<file path="src/rtl/onchip_loader_pkg.sv">
// rtl/onchip_loader_pkg.sv - shared types and helpers for the on-chip RAM stream loader
package onchip_loader_pkg;

    typedef enum logic [1:0] {IDLE, FILL, WRITE, DONE} state_t;

    localparam int BYTES_PER_WORD = 4;
    localparam int LANE_CNT_W     = 3;

    function automatic logic [3:0] lane_mask(input logic [LANE_CNT_W-1:0] lanes);
        case (lanes)
            3'd0:    lane_mask = 4'b0000;
            3'd1:    lane_mask = 4'b0001;
            3'd2:    lane_mask = 4'b0011;
            3'd3:    lane_mask = 4'b0111;
            default: lane_mask = 4'b1111;
        endcase
    endfunction

endpackage

</file>
<file path="src/rtl/onchip_mem_stream_loader_packer.sv">
// rtl/onchip_mem_stream_loader_packer.sv - little-endian byte-to-word packer (stream_byte_packer)
module stream_byte_packer
    import onchip_loader_pkg::*;
(
    input  logic                  clk,
    input  logic                  reset_n,
    input  logic                  clear,
    input  logic                  accept,
    input  logic [7:0]            data,
    output logic [LANE_CNT_W-1:0] fill_count,
    output logic [31:0]           word,
    output logic [3:0]            word_be
);

    logic [31:0]           lanes;
    logic [LANE_CNT_W-1:0] lane_cnt;

    // word/fill_count already include a byte accepted this cycle, so the top can launch the write immediately
    always_comb begin
        word       = lanes;
        fill_count = lane_cnt;
        if (accept) begin
            word[{lane_cnt[1:0], 3'b000} +: 8] = data;
            fill_count = lane_cnt + 3'd1;
        end
        word_be = lane_mask(fill_count);
    end

    always_ff @(posedge clk or negedge reset_n) begin
        if (!reset_n) begin
            lanes    <= '0;
            lane_cnt <= '0;
        end else if (clear) begin
            lanes    <= '0;
            lane_cnt <= '0;
        end else begin
            lanes    <= word;
            lane_cnt <= fill_count;
        end
    end

endmodule

</file>
<file path="src/rtl/onchip_mem_stream_loader.sv">
// rtl/onchip_mem_stream_loader.sv - byte stream to 1024x32 RAM write master; LOADER_CHECKSUM_EN adds a byte checksum
module onchip_mem_stream_loader
    import onchip_loader_pkg::*;
#(
    parameter int ADDR_W = 10,
    parameter int DEPTH  = 1024,
    parameter int CNT_W  = 11
) (
    input  logic              clk,
    input  logic              reset_n,
    input  logic              start,
    input  logic [ADDR_W-1:0] start_addr,
    input  logic [CNT_W-1:0]  word_count,
    input  logic              abort,
    input  logic [7:0]        in_data,
    input  logic              in_valid,
    output logic              in_ready,
    input  logic              flush,
    output logic              busy,
    output logic              done,
    output logic [CNT_W-1:0]  words_written,
    output logic [ADDR_W-1:0] mem_address,
    output logic [3:0]        mem_byteenable,
    output logic              mem_chipselect,
    output logic              mem_write,
    output logic [31:0]       mem_writedata,
    output logic              mem_clken
`ifdef LOADER_CHECKSUM_EN
    ,
    output logic [15:0]       checksum
`endif
);

    state_t                state, next_state;
    logic [ADDR_W-1:0]     address;
    logic [CNT_W-1:0]      remaining;
    logic [LANE_CNT_W-1:0] fill_count;
    logic [31:0]           word;
    logic [3:0]            word_be;
    logic                  accept, start_ok, write_fire, clear_lanes;

    assign accept      = in_valid & in_ready;
    assign start_ok    = (state == IDLE) && start;
    assign clear_lanes = (state != FILL) || abort;
    assign write_fire  = (state == FILL) && !abort &&
                         ((fill_count == 3'(BYTES_PER_WORD)) || (flush && (fill_count != '0)));
    assign mem_clken   = 1'b1;

    stream_byte_packer u_packer (
        .clk        (clk),
        .reset_n    (reset_n),
        .clear      (clear_lanes),
        .accept     (accept),
        .data       (in_data),
        .fill_count (fill_count),
        .word       (word),
        .word_be    (word_be)
    );

    always_ff @(posedge clk or negedge reset_n) begin
        if (!reset_n) state <= IDLE;
        else          state <= next_state;
    end

    always_comb begin
        next_state = state;
        case (state)
            IDLE:  if (start) next_state = (word_count == '0) ? DONE : FILL;
            FILL:  if (abort) next_state = IDLE;
                   else if (write_fire) next_state = WRITE;
            WRITE: if (abort) next_state = IDLE;
                   else next_state = (remaining == CNT_W'(1)) ? DONE : FILL;
            DONE:  next_state = IDLE;
            default: next_state = IDLE;
        endcase
    end

    // in_ready drops with abort so an aborted cycle never consumes a byte
    always_comb begin
        in_ready = (state == FILL) && !abort;
        busy     = (state != IDLE);
        done     = (state == DONE);
    end

    always_ff @(posedge clk or negedge reset_n) begin
        if (!reset_n) begin
            address       <= '0;
            remaining     <= '0;
            words_written <= '0;
        end else if (start_ok) begin
            address       <= start_addr;
            remaining     <= word_count;
            words_written <= '0;
        end else if ((state == WRITE) && !abort) begin
            address       <= (address == ADDR_W'(DEPTH - 1)) ? '0 : address + 1'b1;
            remaining     <= remaining - 1'b1;
            words_written <= words_written + 1'b1;
        end
    end

    // Registered RAM strobes: high exactly during the WRITE state
    always_ff @(posedge clk or negedge reset_n) begin
        if (!reset_n) begin
            mem_chipselect <= 1'b0;
            mem_write      <= 1'b0;
            mem_byteenable <= '0;
            mem_address    <= '0;
            mem_writedata  <= '0;
        end else begin
            mem_chipselect <= write_fire;
            mem_write      <= write_fire;
            mem_byteenable <= write_fire ? word_be : 4'b0000;
            if (write_fire) begin
                mem_address   <= address;
                mem_writedata <= word;
            end
        end
    end

`ifdef LOADER_CHECKSUM_EN
    always_ff @(posedge clk or negedge reset_n) begin
        if (!reset_n)     checksum <= '0;
        else if (start_ok) checksum <= '0;
        else if (accept)  checksum <= checksum + {8'h00, in_data};
    end
`endif

endmodule

</file>
<file path="config.mk">
export PLATFORM = sky130hd
export DESIGN_NAME = onchip_mem_stream_loader
export DESIGN_NICKNAME = d
export VERILOG_FILES = /design/src/rtl/onchip_loader_pkg.sv /design/src/rtl/onchip_mem_stream_loader_packer.sv /design/src/rtl/onchip_mem_stream_loader.sv
export SDC_FILE = /design/constraint.sdc
export NUM_CORES = 1
export LEC_CHECK = 0
export ABC_AREA = 1
export BUFFER_PORTS_ARGS = -buffer_cell sky130_fd_sc_hd__buf_2
export CORE_ASPECT_RATIO = 0.75
export CORE_MARGIN = 5
export CORE_UTILIZATION = 25
export CTS_CLUSTER_DIAMETER = 150
export DETAILED_ROUTE_END_ITERATION = 16
export SETUP_SLACK_MARGIN = 0.05
export SLEW_MARGIN = 30
export SYNTH_ARGS = -nofsm -noshare
export SYNTH_HDL_FRONTEND = slang
export SYNTH_SLANG_ARGS = --single-unit
</file>
<file path="constraint.sdc">
create_clock -name clk -period 3 [get_ports clk]
set_input_delay 0.45 -clock clk [delete_from_list [all_inputs] [get_ports clk]]
set_output_delay 0.45 -clock clk [all_outputs]
set_load 0.02 [all_outputs]
</file>
After elaboration in Yosys (flattened, before gate mapping)

Index checks and enable logic that the tools add are counted.

Bits in registers: 116
Output and inout port bits: 63
Input bits: 35

Muxes and demuxes: 21
Bitwise logic cells: 1
Add/sub/neg operators: 5
Shifts and indexed selects: 2
Eq/ne operators: 12
Reduce and logical (&&, ||, !) cells: 15

Operators with widths:

| cell                                                  | count |
|---|---|
| 2-to-1 mux 32 bit                                     | 2 |
| 2-to-1 mux 11 bit                                     | 4 |
| bitwise mux 32 bit                                    | 1 |
| variable shift 8 x 7 -> 32 bit (first input constant) | 1 |
| variable part select 8 x 7 -> 32 bit                  | 1 |
| 2-to-1 mux 10 bit                                     | 3 |
| case mux 4 bit (4 select lines)                       | 1 |
| 2-to-1 mux 2 bit                                      | 6 |
| adder 11 x 1 -> 11 bit (second input constant)        | 1 |
| equality test 11 x 1 -> 1 bit (second input constant) | 1 |
| logical NOT 11 bit                                    | 1 |
| subtractor 11 x 1 -> 11 bit (second input constant)   | 1 |
| adder 10 x 1 -> 10 bit (second input constant)        | 1 |
| equality test 10 bit (second input constant)          | 1 |
| case mux 2 bit (4 select lines)                       | 1 |
| negation 5 -> 7 bit                                   | 1 |
| equality test 3 x 2 -> 1 bit (second input constant)  | 2 |
| 2-to-1 mux 3 bit                                      | 2 |
| logical AND 1 bit                                     | 5 |
| equality test 2 bit (second input constant)           | 2 |
| 2-to-1 mux 4 bit                                      | 1 |
| nonzero test 2 bit                                    | 2 |
| adder 3 x 1 -> 3 bit (second input constant)          | 1 |
| equality test 3 x 1 -> 1 bit (second input constant)  | 1 |
| other kinds (12)                                      | 13 |

Logic depth before layout (Yosys ltp)

Depth after elaboration: 11
Mapped depth: 11
Depth with buffers taken out: 11

By module

From an unflattened synthesis, not the netlist that was laid out.

Cell total of the unflattened synthesis: 741
Area, all modules: 5740.5 µm²

Modules (own cells, without submodules):

| module                   | cells each | seq. area each (µm²) | instances | area an instance (µm²) |
|---|---|---|---|---|
| onchip_mem_stream_loader | 483        | 2026.9               | 1         | 3886.2 |
| stream_byte_packer       | 258        | 875.8                | 1         | 1854.3 |

Least setup slack after synthesis

OpenSTA, ideal clock, no wires.

Kind: reg-to-reg
Start point: register u_packer.lane_cnt[0]
End point: register mem_writedata[6]
Arrival time: 1773 ps
Cell stages (with the launch flop): 10
Buffers on the path: 0
Setup slack: 1162 ps
Library setup time: 65 ps
Path through: dfrtp_1 -> inv_1 -> ha_1 -> nor3_1 -> inv_1 -> nor2_1 -> nand2_1 -> o21ai_0 -> nand4_1 -> nand2_1

Word-level cells in the longest chain between the ends: 6
Elaborated cells on any way between the ends: 12
Classes of those cells: add/sub (2); eq/ne (1); shift (2); mux (3); reduce/logical (4)

Ends and longest elaborated chain:

| what                                                        | RTL line                              | text |
|---|---|---|
| start: declaration                                          | onchip_mem_stream_loader_packer.sv:16 | `logic [LANE_CNT_W-1:0] lane_cnt;` |
| start signal: assignment                                    | onchip_mem_stream_loader_packer.sv:38 | `lane_cnt <= fill_count;` |
| branches (longest 6 deep; another with negation 5 -> 7 bit) | --                                    |  |
| end signal: assignment                                      | onchip_mem_stream_loader.sv:115       | `mem_writedata <= word;` |
| end: declaration                                            | onchip_mem_stream_loader.sv:26        | `output logic [31:0] mem_writedata,` |

Several ways; the timed one is not identified.
A chain may end at the register's enable or synchronous reset.

Worst setup path after layout

Start point: register u_packer.lane_cnt[0]
End point: register mem_writedata[21]

Same word-level chain as after synthesis.

==> metrics.txt <==
Final Core Density 31.4%; internal power 3750 uW; outcome completed; placement row count 48; Reg clk slew, reported paths 0.05 ns; IO buf count 96; dpl hpwl 11.5 mm; Sw Ratio 37.5%; Die H 142 um; core area 23000 sq um; post-route ant nets 0; area delta synth->final 23.8%; Synth Register Bits 116; initial antenna violation count 0; Final Instance Area 7220 sq um; share of layout cells above drive strength 1 17.7%; H-tree levels 4; leading area contributor after synthesis dfrtp_1; first-pass GRT wire length 26.7 mm; required time worst endpoint 3.29 ns; Flop pwr share 36.1%; RSZ-0062 raised after global routing no; worst-path maximum fanout 46; die area 26500 sq um; top cells by area, synth dfrtp_1 50%, nand2_1 13%, inv_1 6.2%; Cells after Synth 738; clock tree root driver cell clkbuf_16; Synth top area share 49.8%; Layout Nets 881; LEAKAGE 0.00375 uW; WL final 15.9 mm; GPL Wtd Cong 0.820; CP max stage cell dfrtp_1; worst hold path type input port to async pin; Critical Path Source Type flip-flop; DR WL/cell 13.9 um; crit-path cells inv_1 > ha_1 > inv_1 > nand3_1 > nand2_1 > nand2_1 > nand2_2 > nand3_4 > nand2_1 > nand2_1; CP most frequent cell nand2_1; asr flop ratio synth 100%; vias in the first global route 5091; CTS Sinks 116; crit path DAT 2.79 ns; Post-CTS Resized 0; most frequent cells in the layout 208 x nand2_1, 116 x dfrtp_1, 97 x inv_1, 95 x buf_2, 74 x nor2_1; share of power burned in the clock network 32.3%; crit-path max cell delay 0.58 ns; Die X-Extent 186 um; CTS tree yes; placed cell areas 6660 sq um; final setup violating endpoints 0; Seq/Total Area, Yosys 49.8%; Yosys warning count 0; setup bufs post-CTS 0; worst skew pair latency 0.42 ns; P per Cell Area 831 nW/um^2; synthesized area 5830 sq um; Post-Syn Area per Cell 7.91 sq um; Netlist cell types 37; gr usage total 12.4%; CTS Buf Count 17; Pre-Repair DR Iteration Count 7; maximum vdd ir drop 0.370 mV; Setup Skew 0.0129 ns; vias per inst 4.40; 1st-iter DRT viols 327; Worst-Margin Slew 0.672 ns; IO Pins 98; Post-synth EDFFs 0; Final TNS setup 0 ns; CP Class flip-flop to flip-flop; cts hold-fix bufs 0; Starting Density 25.4%; Logic pwr share 31.6%; Main synth FF type dfrtp_1; Max-slew headroom 55.1%; total congestion overflow 0; commonest non-fill, non-tap cell in the layout nand2_1; largest net degree at the start of global routing 49; DR vias 5044; placed cell count 1117; Final Hold Viols 0; drt drc 0; crit end category flip-flop; ant diodes 0; Layout Cells excl Fill 1147; minimum clock period 2.50 ns; Max Freq 0.401 GHz; final period utilization 83.2%; max_cap viols 0; syn_nets 783; P_sw 2250 uW; Slew Viols, Final 0; CTS Buffer Depth 2; hold slack final 0.0173 ns
synth_stat cells, types with 3 or more instances:
| cell | instances |
|---|---|
| a21oi_1 | 23 |
| buf_2 | 13 |
| buf_4 | 8 |
| clkbuf_1 | 10 |
| dfrtp_1 | 116 |
| ha_1 | 10 |
| inv_1 | 97 |
| inv_2 | 3 |
| nand2_1 | 208 |
| nand3_1 | 30 |
| nand3b_1 | 8 |
| nand4_1 | 50 |
| nor2_1 | 74 |
| nor3_1 | 10 |
| o211ai_1 | 4 |
| o21ai_0 | 32 |
| o21bai_1 | 3 |
| o221ai_1 | 4 |
| o22ai_1 | 4 |
| xor2_1 | 9 |
worst paths after layout:
kind                                      to            startpoint  cells after the start  slack [ns]
min in group clk                  address[3]         start_addr[3]                      3        0.24
max reg2reg                mem_writedata[21]  u_packer.lane_cnt[0]                     10        0.50
min reg2reg                   mem_address[9]        mem_address[9]                      2        0.47
min                         words_written[0]               reset_n                      1        0.02
max in group asynchronous  mem_writedata[30]               reset_n                      2        2.15
max                        mem_writedata[21]  u_packer.lane_cnt[0]                     10        0.50
per-stage QoR:
stage	setup slack (ns)	power, uW
2_1_floorplan	1.16	3440
3_3_place_gp	0.586	4080
3_5_place_dp	0.511	4090
4_1_cts	0.486	6080
5_1_grt	0.167	6410
6_report	0.504	6000
area by class of cell:
type                    count  area [sq um]
clock inverters             4          45.0
inverters                 101           379
well taps                 300           375
repair buffers            112           616
multi-input cells         488          2390
clock buffers              26           519
flip-flops and latches    116          2900
fillers                  2447         15800
kinds of logic (layout without fill, tap and decap cells):
logic type	count (synthesis)	in the layout	synth area share [%]
XOR/XNOR	11	11	1.65
flip-flops	116	116	49.8
AND/OR/NAND/NOR	389	389	29.3
buffers and inverters	134	243	9.41
other	1	1	0.0643
AO/OA/AOI/OAI	77	77	7.68
adder cells (fa/ha/maj)	10	10	2.14
flip-flops by register name, summed over array words and instances, names as in the netlist:
| name | count |
|---|---|
| mem_writedata | 32 |
| u_packer.lanes | 32 |
| remaining | 11 |
| words_written | 11 |
| address | 10 |
| mem_address | 10 |
| mem_byteenable | 4 |
| u_packer.lane_cnt | 3 |
| state | 2 |
| mem_write | 1 |
power by group through the flow:
| stage | logic, uW | registers [uW] | clock network (uW) |
|---|---|---|---|
| 6_report | 1890 | 2170 | 1940 |
| 5_1_grt | 2140 | 2220 | 2060 |
| 4_1_cts | 1920 | 2170 | 1990 |
| 3_5_place_dp | 1910 | 2180 | 0 |
| 3_3_place_gp | 1890 | 2190 | 0 |
| 2_1_floorplan | 1090 | 2350 | 0 |
worst max-delay path: cells and delay by family, from the launching register on:
kind	cells	cell delay (ns)
buffers and inverters	2	0.25
AND/OR/NAND/NOR	7	1.15
flip-flops	1	0.58
adder cells (fa/ha/maj)	1	0.39
metal layers:
metal,global-route usage (%),vias up,part of all wire [%]
li1,-,2575,-
met3,3.90,20,5.1
met1,16.9,2343,50
met5,0,-,0
met4,4.52,0,1.7
met2,18.5,106,43
(Power assumes the default switching activity.)
